--- src/rtl/video_lcd_frame_sequencer.sv ---
// LCD frame sequencer: bridges a CPU slave port onto an i80 bus bridge and,
// on command, streams a frame of pixels as a GRAM index write followed by
// one data write per pixel.
module video_lcd_frame_sequencer #(
    parameter logic [15:0] GRAM_INDEX = 16'h0022,
    parameter int unsigned COUNT_W    = 20
) (
    input  logic        i_clock,
    input  logic        i_reset,
    input  logic        i_cpu_request,
    input  logic        i_cpu_rw,
    input  logic [1:0]  i_cpu_address,
    input  logic [31:0] i_cpu_wdata,
    output logic [31:0] o_cpu_rdata,
    output logic        o_cpu_ready,
    input  logic        i_pix_valid,
    input  logic [15:0] i_pix_data,
    output logic        o_pix_ready,
    output logic        o_lcd_request,
    output logic        o_lcd_rw,
    output logic [1:0]  o_lcd_address,
    output logic [31:0] o_lcd_wdata,
    input  logic [31:0] i_lcd_rdata,
    input  logic        i_lcd_ready
);

    typedef enum logic [2:0] {
        IDLE,
        CPU_FWD,
        CPU_ACK,
        IDX_WR,
        PIX_WAIT,
        PIX_WR,
        DRAIN
    } state_t;

    state_t             state_q, state_d;
    logic               cpuReady_q, cpuReady_d;
    logic [31:0]        cpuRdata_q, cpuRdata_d;
    logic               lcdReq_q, lcdReq_d;
    logic               lcdWait_q, lcdWait_d;
    logic               lcdRw_q, lcdRw_d;
    logic [1:0]         lcdAddr_q, lcdAddr_d;
    logic [31:0]        lcdWdata_q, lcdWdata_d;
    logic               busy_q, busy_d;
    logic               overrun_q, overrun_d;
    logic               abort_q, abort_d;
    logic [COUNT_W-1:0] remaining_q, remaining_d;

    logic [31:0]        status;
    logic               cpuNew;
    logic               localHit;
    logic               fwdHit;
    logic               bridgeDone;
    logic               pixTake;
    logic [COUNT_W-1:0] cmdCount;
    logic [COUNT_W-1:0] remainingDec;

    // Status word and request decode shared by the next-state logic
    always_comb begin
        status                 = '0;
        status[31]             = busy_q;
        status[30]             = overrun_q;
        status[COUNT_W-1:0]    = remaining_q;
        cpuNew                 = i_cpu_request && !cpuReady_q;
        localHit               = cpuNew && i_cpu_address[1];
        fwdHit                 = cpuNew && !i_cpu_address[1];
        cmdCount               = i_cpu_wdata[COUNT_W-1:0];
        bridgeDone             = lcdWait_q && !i_lcd_ready;
        pixTake                = (state_q == PIX_WAIT) && i_pix_valid && !abort_q;
        remainingDec           = remaining_q - COUNT_W'(1);
    end

    // Next-state logic: bridge handshake, streaming FSM, then local register accesses
    always_comb begin
        state_d     = state_q;
        cpuReady_d  = cpuReady_q;
        cpuRdata_d  = cpuRdata_q;
        lcdReq_d    = lcdReq_q;
        lcdWait_d   = lcdWait_q;
        lcdRw_d     = lcdRw_q;
        lcdAddr_d   = lcdAddr_q;
        lcdWdata_d  = lcdWdata_q;
        busy_d      = busy_q;
        overrun_d   = overrun_q;
        abort_d     = abort_q;
        remaining_d = remaining_q;

        if (cpuReady_q && !i_cpu_request) begin
            cpuReady_d = 1'b0;
        end

        if (state_q inside {CPU_FWD, IDX_WR, PIX_WR}) begin
            if (lcdReq_q) begin
                if (i_lcd_ready) begin
                    lcdReq_d  = 1'b0;
                    lcdWait_d = 1'b1;
                end
            end else if (lcdWait_q) begin
                if (!i_lcd_ready) begin
                    lcdWait_d = 1'b0;
                end
            end else if (!i_lcd_ready) begin
                lcdReq_d = 1'b1;
            end
        end

        case (state_q)
            IDLE: begin
                if (fwdHit) begin
                    state_d    = CPU_FWD;
                    lcdRw_d    = i_cpu_rw;
                    lcdAddr_d  = i_cpu_address;
                    lcdWdata_d = i_cpu_wdata;
                end
            end
            CPU_FWD: begin
                if (lcdReq_q && i_lcd_ready && !lcdRw_q) begin
                    cpuRdata_d = i_lcd_rdata;
                end
                if (bridgeDone) begin
                    cpuReady_d = 1'b1;
                    state_d    = CPU_ACK;
                end
            end
            CPU_ACK: begin
                if (!i_cpu_request) begin
                    state_d = IDLE;
                end
            end
            IDX_WR: begin
                if (bridgeDone) begin
                    state_d = abort_q ? DRAIN : PIX_WAIT;
                end
            end
            PIX_WAIT: begin
                if (abort_q) begin
                    state_d = DRAIN;
                end else if (pixTake) begin
                    state_d    = PIX_WR;
                    lcdRw_d    = 1'b1;
                    lcdAddr_d  = 2'd1;
                    lcdWdata_d = {16'h0000, i_pix_data};
                end
            end
            PIX_WR: begin
                if (bridgeDone) begin
                    remaining_d = remainingDec;
                    state_d     = ((remainingDec == '0) || abort_q) ? DRAIN : PIX_WAIT;
                end
            end
            DRAIN: begin
                if (!i_lcd_ready) begin
                    busy_d  = 1'b0;
                    abort_d = 1'b0;
                    state_d = IDLE;
                end
            end
            default: begin
                state_d = IDLE;
            end
        endcase

        if (localHit) begin
            cpuReady_d = 1'b1;
            if (!i_cpu_rw) begin
                cpuRdata_d = status;
            end else if (!i_cpu_address[0]) begin
                if (busy_q) begin
                    overrun_d = 1'b1;
                end else if ((state_q == IDLE) && (cmdCount != '0)) begin
                    busy_d      = 1'b1;
                    abort_d     = 1'b0;
                    remaining_d = cmdCount;
                    state_d     = IDX_WR;
                    lcdRw_d     = 1'b1;
                    lcdAddr_d   = 2'd0;
                    lcdWdata_d  = {16'h0000, GRAM_INDEX};
                end
            end else begin
                if (i_cpu_wdata[1]) begin
                    overrun_d = 1'b0;
                end
                if (i_cpu_wdata[0] && busy_q) begin
                    abort_d = 1'b1;
                end
            end
        end
    end

    // State and output registers; reset discards any frame in progress
    always_ff @(posedge i_clock or negedge i_reset) begin
        if (!i_reset) begin
            state_q     <= IDLE;
            cpuReady_q  <= 1'b0;
            cpuRdata_q  <= '0;
            lcdReq_q    <= 1'b0;
            lcdWait_q   <= 1'b0;
            lcdRw_q     <= 1'b0;
            lcdAddr_q   <= '0;
            lcdWdata_q  <= '0;
            busy_q      <= 1'b0;
            overrun_q   <= 1'b0;
            abort_q     <= 1'b0;
            remaining_q <= '0;
        end else begin
            state_q     <= state_d;
            cpuReady_q  <= cpuReady_d;
            cpuRdata_q  <= cpuRdata_d;
            lcdReq_q    <= lcdReq_d;
            lcdWait_q   <= lcdWait_d;
            lcdRw_q     <= lcdRw_d;
            lcdAddr_q   <= lcdAddr_d;
            lcdWdata_q  <= lcdWdata_d;
            busy_q      <= busy_d;
            overrun_q   <= overrun_d;
            abort_q     <= abort_d;
            remaining_q <= remaining_d;
        end
    end

    assign o_cpu_ready   = cpuReady_q;
    assign o_cpu_rdata   = cpuRdata_q;
    assign o_pix_ready   = pixTake;
    assign o_lcd_request = lcdReq_q;
    assign o_lcd_rw      = lcdRw_q;
    assign o_lcd_address = lcdAddr_q;
    assign o_lcd_wdata   = lcdWdata_q;

endmodule

--- config.mk ---
export PLATFORM = sky130hd
export DESIGN_NAME = video_lcd_frame_sequencer
export DESIGN_NICKNAME = d
export VERILOG_FILES = /design/src/rtl/video_lcd_frame_sequencer.sv
export SDC_FILE = /design/constraint.sdc
export NUM_CORES = 1
export LEC_CHECK = 0
export ABC_AREA = 1
export CAP_MARGIN = 0
export CORE_MARGIN = 1
export CORE_UTILIZATION = 52
export DETAILED_ROUTE_END_ITERATION = 8
export PLACE_DENSITY = 0.86
export RECOVER_POWER = 25
export SYNTH_ARGS = -nofsm -noshare
export SYNTH_HDL_FRONTEND = slang
export SYNTH_SLANG_ARGS = --single-unit
--- constraint.sdc ---
create_clock -name i_clock -period 5.3 [get_ports i_clock]
set_clock_uncertainty 0.05 [all_clocks]
set_input_delay 1.06 -clock i_clock [delete_from_list [all_inputs] [get_ports i_clock]]
set_output_delay 1.06 -clock i_clock [all_outputs]
set_load 0.005 [all_outputs]
==> PnR_summary.wiki <==
{| class="wikitable"
! Metric !! Value
|-
| DRC errors left || 0
|-
| Cell count after placement || 1,009
|-
| Share of synthesized cell area in full adder, half adder and majority cells || 0.457%
|-
| CTS HTree Levels || 3
|-
| Post-CTS clock slew at the launch and capture registers of the worst setup and hold paths || 80 ps
|-
| Yosys top cell by area || dfrtp_1
|-
| Multiplexer area fraction after synthesis || 0%
|-
| Hold violation total from the final report || 0
|-
| Total core area || 0.0103 sq mm
|-
| CP delay by family, top || buffers and inverters
|-
| Post-Layout Cell Count || 1,024
|-
| Run status || complete, but fails checks
|-
| # setup viols final || 0
|-
| Destination of the worst register-to-register timing path || o_cpu_rdata[11]$_DFF_PN0_
|-
| Startpoint class of the critical path || input pin
|-
| Worst IR Drop VDD || 216 uV
|-
| Share of the yosys chip area belonging to registers || 43.9%
|-
| Ratio of cells with drive above 1 in the final layout || 5.63%
|-
| Max cap viols || 1
|-
| Proportion of netlist area held by the largest area contributor || 43.9%
|-
| Cell types with the largest area share after synthesis || dfrtp_1 44%, nand2_1 11%, nor2_1 8.2%
|-
| Count of standard-cell rows || 37
|-
| Type of the most critical hold path || reg2reg
|-
| CTS buffer count || 9
|-
| Number of ports placed on the die boundary || 158
|-
| Worst R2R Setup Slack || 2720 ps
|-
| Normalized max-slew margin || -97.6%
|-
| Post-Syn Area || 0.00548 sq mm
|-
| Cell depth of the worst flop-to-flop path || 5
|-
| Quantity of hold-fixing buffers added after cts || 0
|-
| Violations in the final reports || max-capacitance violations, max-slew violations
|-
| Final period utilization || 71.5%
|-
| Main synth FF type || dfrtp_1
|-
| Distinct cell type count of the synthesized netlist || 38
|-
| Worst-case clock buffer depth || 2
|-
| Clock latency on the worst-skew pair || 370 ps
|-
| Combinational family with the most area after synthesis || simple AND/OR/NAND/NOR gates
|-
| Synthesis-to-finish area growth || 31.8%
|-
| Overall power consumption || 3.33 mW
|-
| Fmax || 264 MHz
|-
| Least setup slack across all paths after layout || 1510 ps
|-
| Vias per cell || 5.52
|-
| Worst Setup SP || i_pix_valid
|-
| Die Wd || 105 microns
|-
| Layout net count || 974
|-
| Number of buffers added on ports || 157
|-
| PwrDens || 461 mW/mm^2
|-
| Number of setup buffers added after CTS || 0
|-
| Clock tree from TritonCTS || yes
|-
| DRC marker count from the first detailed-route iteration || 385
|-
| Initial standard-cell utilization of the core || 53.3%
|-
| Worst hold-check slack || 464 ps
|-
| Instance count of the mapped netlist || 745
|-
| Critical-path maximum fanout || 31
|-
| Total track usage || 28.9%
|-
| Fill cell count || 845
|-
| Vias in the first global route || 5,351
|-
| Bufs and invs on worst path || 3
|-
| Post-synthesis compound-gate area fraction || 16.7%
|-
| Hold path startpoint || o_lcd_address[1]$_DFF_PN0_
|-
| First-pass GRT wire length || 25,400 microns
|-
| Final min period || 3790 ps
|-
| Average wire length per cell after detail routing || 15.2 microns
|-
| Clock root cell || clkbuf_8
|-
| Total negative slack for setup checks || 0 ps
|-
| Max-slew violation total from the final report || 58
|-
| Post-Layout Inst Area || 0.00722 sq mm
|-
| Setup repair after global routing missed its margin || no
|-
| HPWL after detailed placement || 11,400 microns
|-
| DRT Pass-1 Iters || 5
|-
| Worst min-delay path endpoint || o_lcd_address[1]$_DFF_PN0_
|-
| Antenna cells || 0
|-
| Resized Gates After CTS || 0
|-
| Delay of the slowest cell on the worst path || 610 ps
|-
| Average cell area after synthesis || 7.35 sq um
|-
| Kind of critical path || in2out
|-
| Cell leakage power || 3.36 nW
|-
| Slowest-stage cell, CP || clkdlybuf4s50_1
|-
| Proportion of synthesized flip-flops having asynchronous set or reset || 100%
|-
| Area of the die || 0.0109 sq mm
|-
| Initial antenna violation count || 0
|-
| Setup slack after placement || 1510 ps
|-
| Placer Congestion || 0.884
|-
| Data required time at the worst endpoint || 4190 ps
|-
| Post-route core utilization || 70.3%
|-
| Hold path depth || 2
|-
| Placed Area || 0.00706 sq mm
|-
| Synthesized flop and latch total || 96
|-
| Detailed-route wire length || 15,500 microns
|-
| Antenna-violating nets left || 0
|-
| Xor-xnor portion of the synthesized cell area || 0.960%
|-
| Number of warnings issued by yosys || 0
|-
| Remaining Overflow, GRT || 0
|-
| Reg2Reg Launch Point || state_q[2]$_DFF_PN0_
|-
| Worst-margin pin slew || 2960 ps
|-
| Net count after synthesis || 835
|-
| Maximum number of pins on one net before global-route repair || 58
|-
| Chain of cells forming the critical path || clkdlybuf4s50_1 > nand3_1 > inv_2 > clkdlybuf4s50_1
|-
| Worst Setup End Kind || output pin
|-
| Sinks on Clock Net || 96
|-
| Die extent in y || 105 microns
|-
| Most numerous cell on the critical path || clkdlybuf4s50_1
|-
| Simple logic cell fraction of the synthesized area || 28.0%
|-
| Critical Path AT || 2680 ps
|-
| Post-synth EDFFs || 0
|-
| Overall via count from detail_route || 5,651
|}
-- sequential cells by signal, indices dropped and copies added, names as in the netlist --
signal / cells
remaining_q: 20
overrun_q: 1
lcdWait_q: 1
o_cpu_rdata: 32
abort_q: 1
o_lcd_wdata: 32
o_lcd_rw: 1
busy_q: 1
o_lcd_address: 2
o_cpu_ready: 1
o_lcd_request: 1
state_q: 3
-- metal layers --
| layer | vias up | share of wire [%] | GRT usage [%] |
|---|---|---|---|
| li1 | 2704 | - | - |
| met1 | 2625 | 44 | 40.5 |
| met2 | 295 | 46 | 45.6 |
| met3 | 27 | 8.4 | 4.74 |
| met4 | 0 | 1.7 | 9.66 |
| met5 | - | 0 | 0 |
-- layout by cell type (no fill, tap or decap), types with 8 or more instances in the layout --
master	count
a21oi_1	50
clkbuf_8	9
clkdlybuf4s50_1	155
dfrtp_1	96
inv_1	87
nand2_1	165
nand3_1	26
nor2_1	120
nor2_2	8
nor3_1	14
o211ai_1	17
o21ai_0	47
o31ai_1	22
-- report_power, final --
| part | total [mW] | internal [mW] | switching, mW |
|---|---|---|---|
| Combinational | 1.59 | 0.792 | 0.796 |
| Clock | 0.424 | 0.168 | 0.256 |
| Sequential | 1.32 | 1.04 | 0.277 |
-- tightest hold or removal path, cell delays in order, from the launching register on --
cell	delay [ps]
dfrtp_1	380
nand2_1	60
nor2_1	40
-- final cells by class --
| cell class | count | area, sq um | share of cell area, % |
|---|---|---|---|
| clock buffer | 10 | 128 | 1.77 |
| clock inverter | 5 | 35.0 | 0.485 |
| inverter | 94 | 355 | 4.92 |
| multi-input combinational | 522 | 2530 | 35.1 |
| sequential | 96 | 2400 | 33.3 |
| tap | 136 | 170 | 2.36 |
| timing repair buffer | 161 | 1600 | 22.1 |
-- cells by family (layout without fill, tap and decap cells) --
kind of cell,count (synthesis),in the layout
DFF,96,96
buffers and inverters,127,270
and+or+nand+nor,360,360
xor gates and xnor gates,6,6
adders and majority gates,2,2
AOI/OAI and AO/OA,154,154
-- Yosys cell counts (4+ instances only) --
| cell type | count |
|---|---|
| nand2_1 | 165 |
| nor2_1 | 120 |
| dfrtp_1 | 96 |
| inv_2 | 5 |
| a221oi_1 | 4 |
| nor2_2 | 8 |
| o211ai_1 | 17 |
| clkbuf_1 | 13 |
| nor2_4 | 5 |
| o31ai_1 | 22 |
| inv_1 | 87 |
| nand2_2 | 7 |
| nor3_1 | 14 |
| buf_2 | 12 |
| xor2_1 | 5 |
| nand3_1 | 26 |
| buf_6 | 4 |
| nor4_1 | 4 |
| a21oi_1 | 50 |
| nand4_1 | 7 |
| o21ai_0 | 47 |
-- worst max path at each step --
stage | slack, ps | to | depth (start not counted)
floorplan | 2660 | o_pix_ready | 4
global placement | 1530 | o_pix_ready | 4
detailed placement | 1510 | o_cpu_rdata[11]$_DFF_PN0_ | 7
CTS | 1530 | o_pix_ready | 4
global route | 1240 | remaining_q[1]$_DFF_PN0_ | 2
finish | 1510 | o_pix_ready | 4
(Power assumes the default switching activity.)
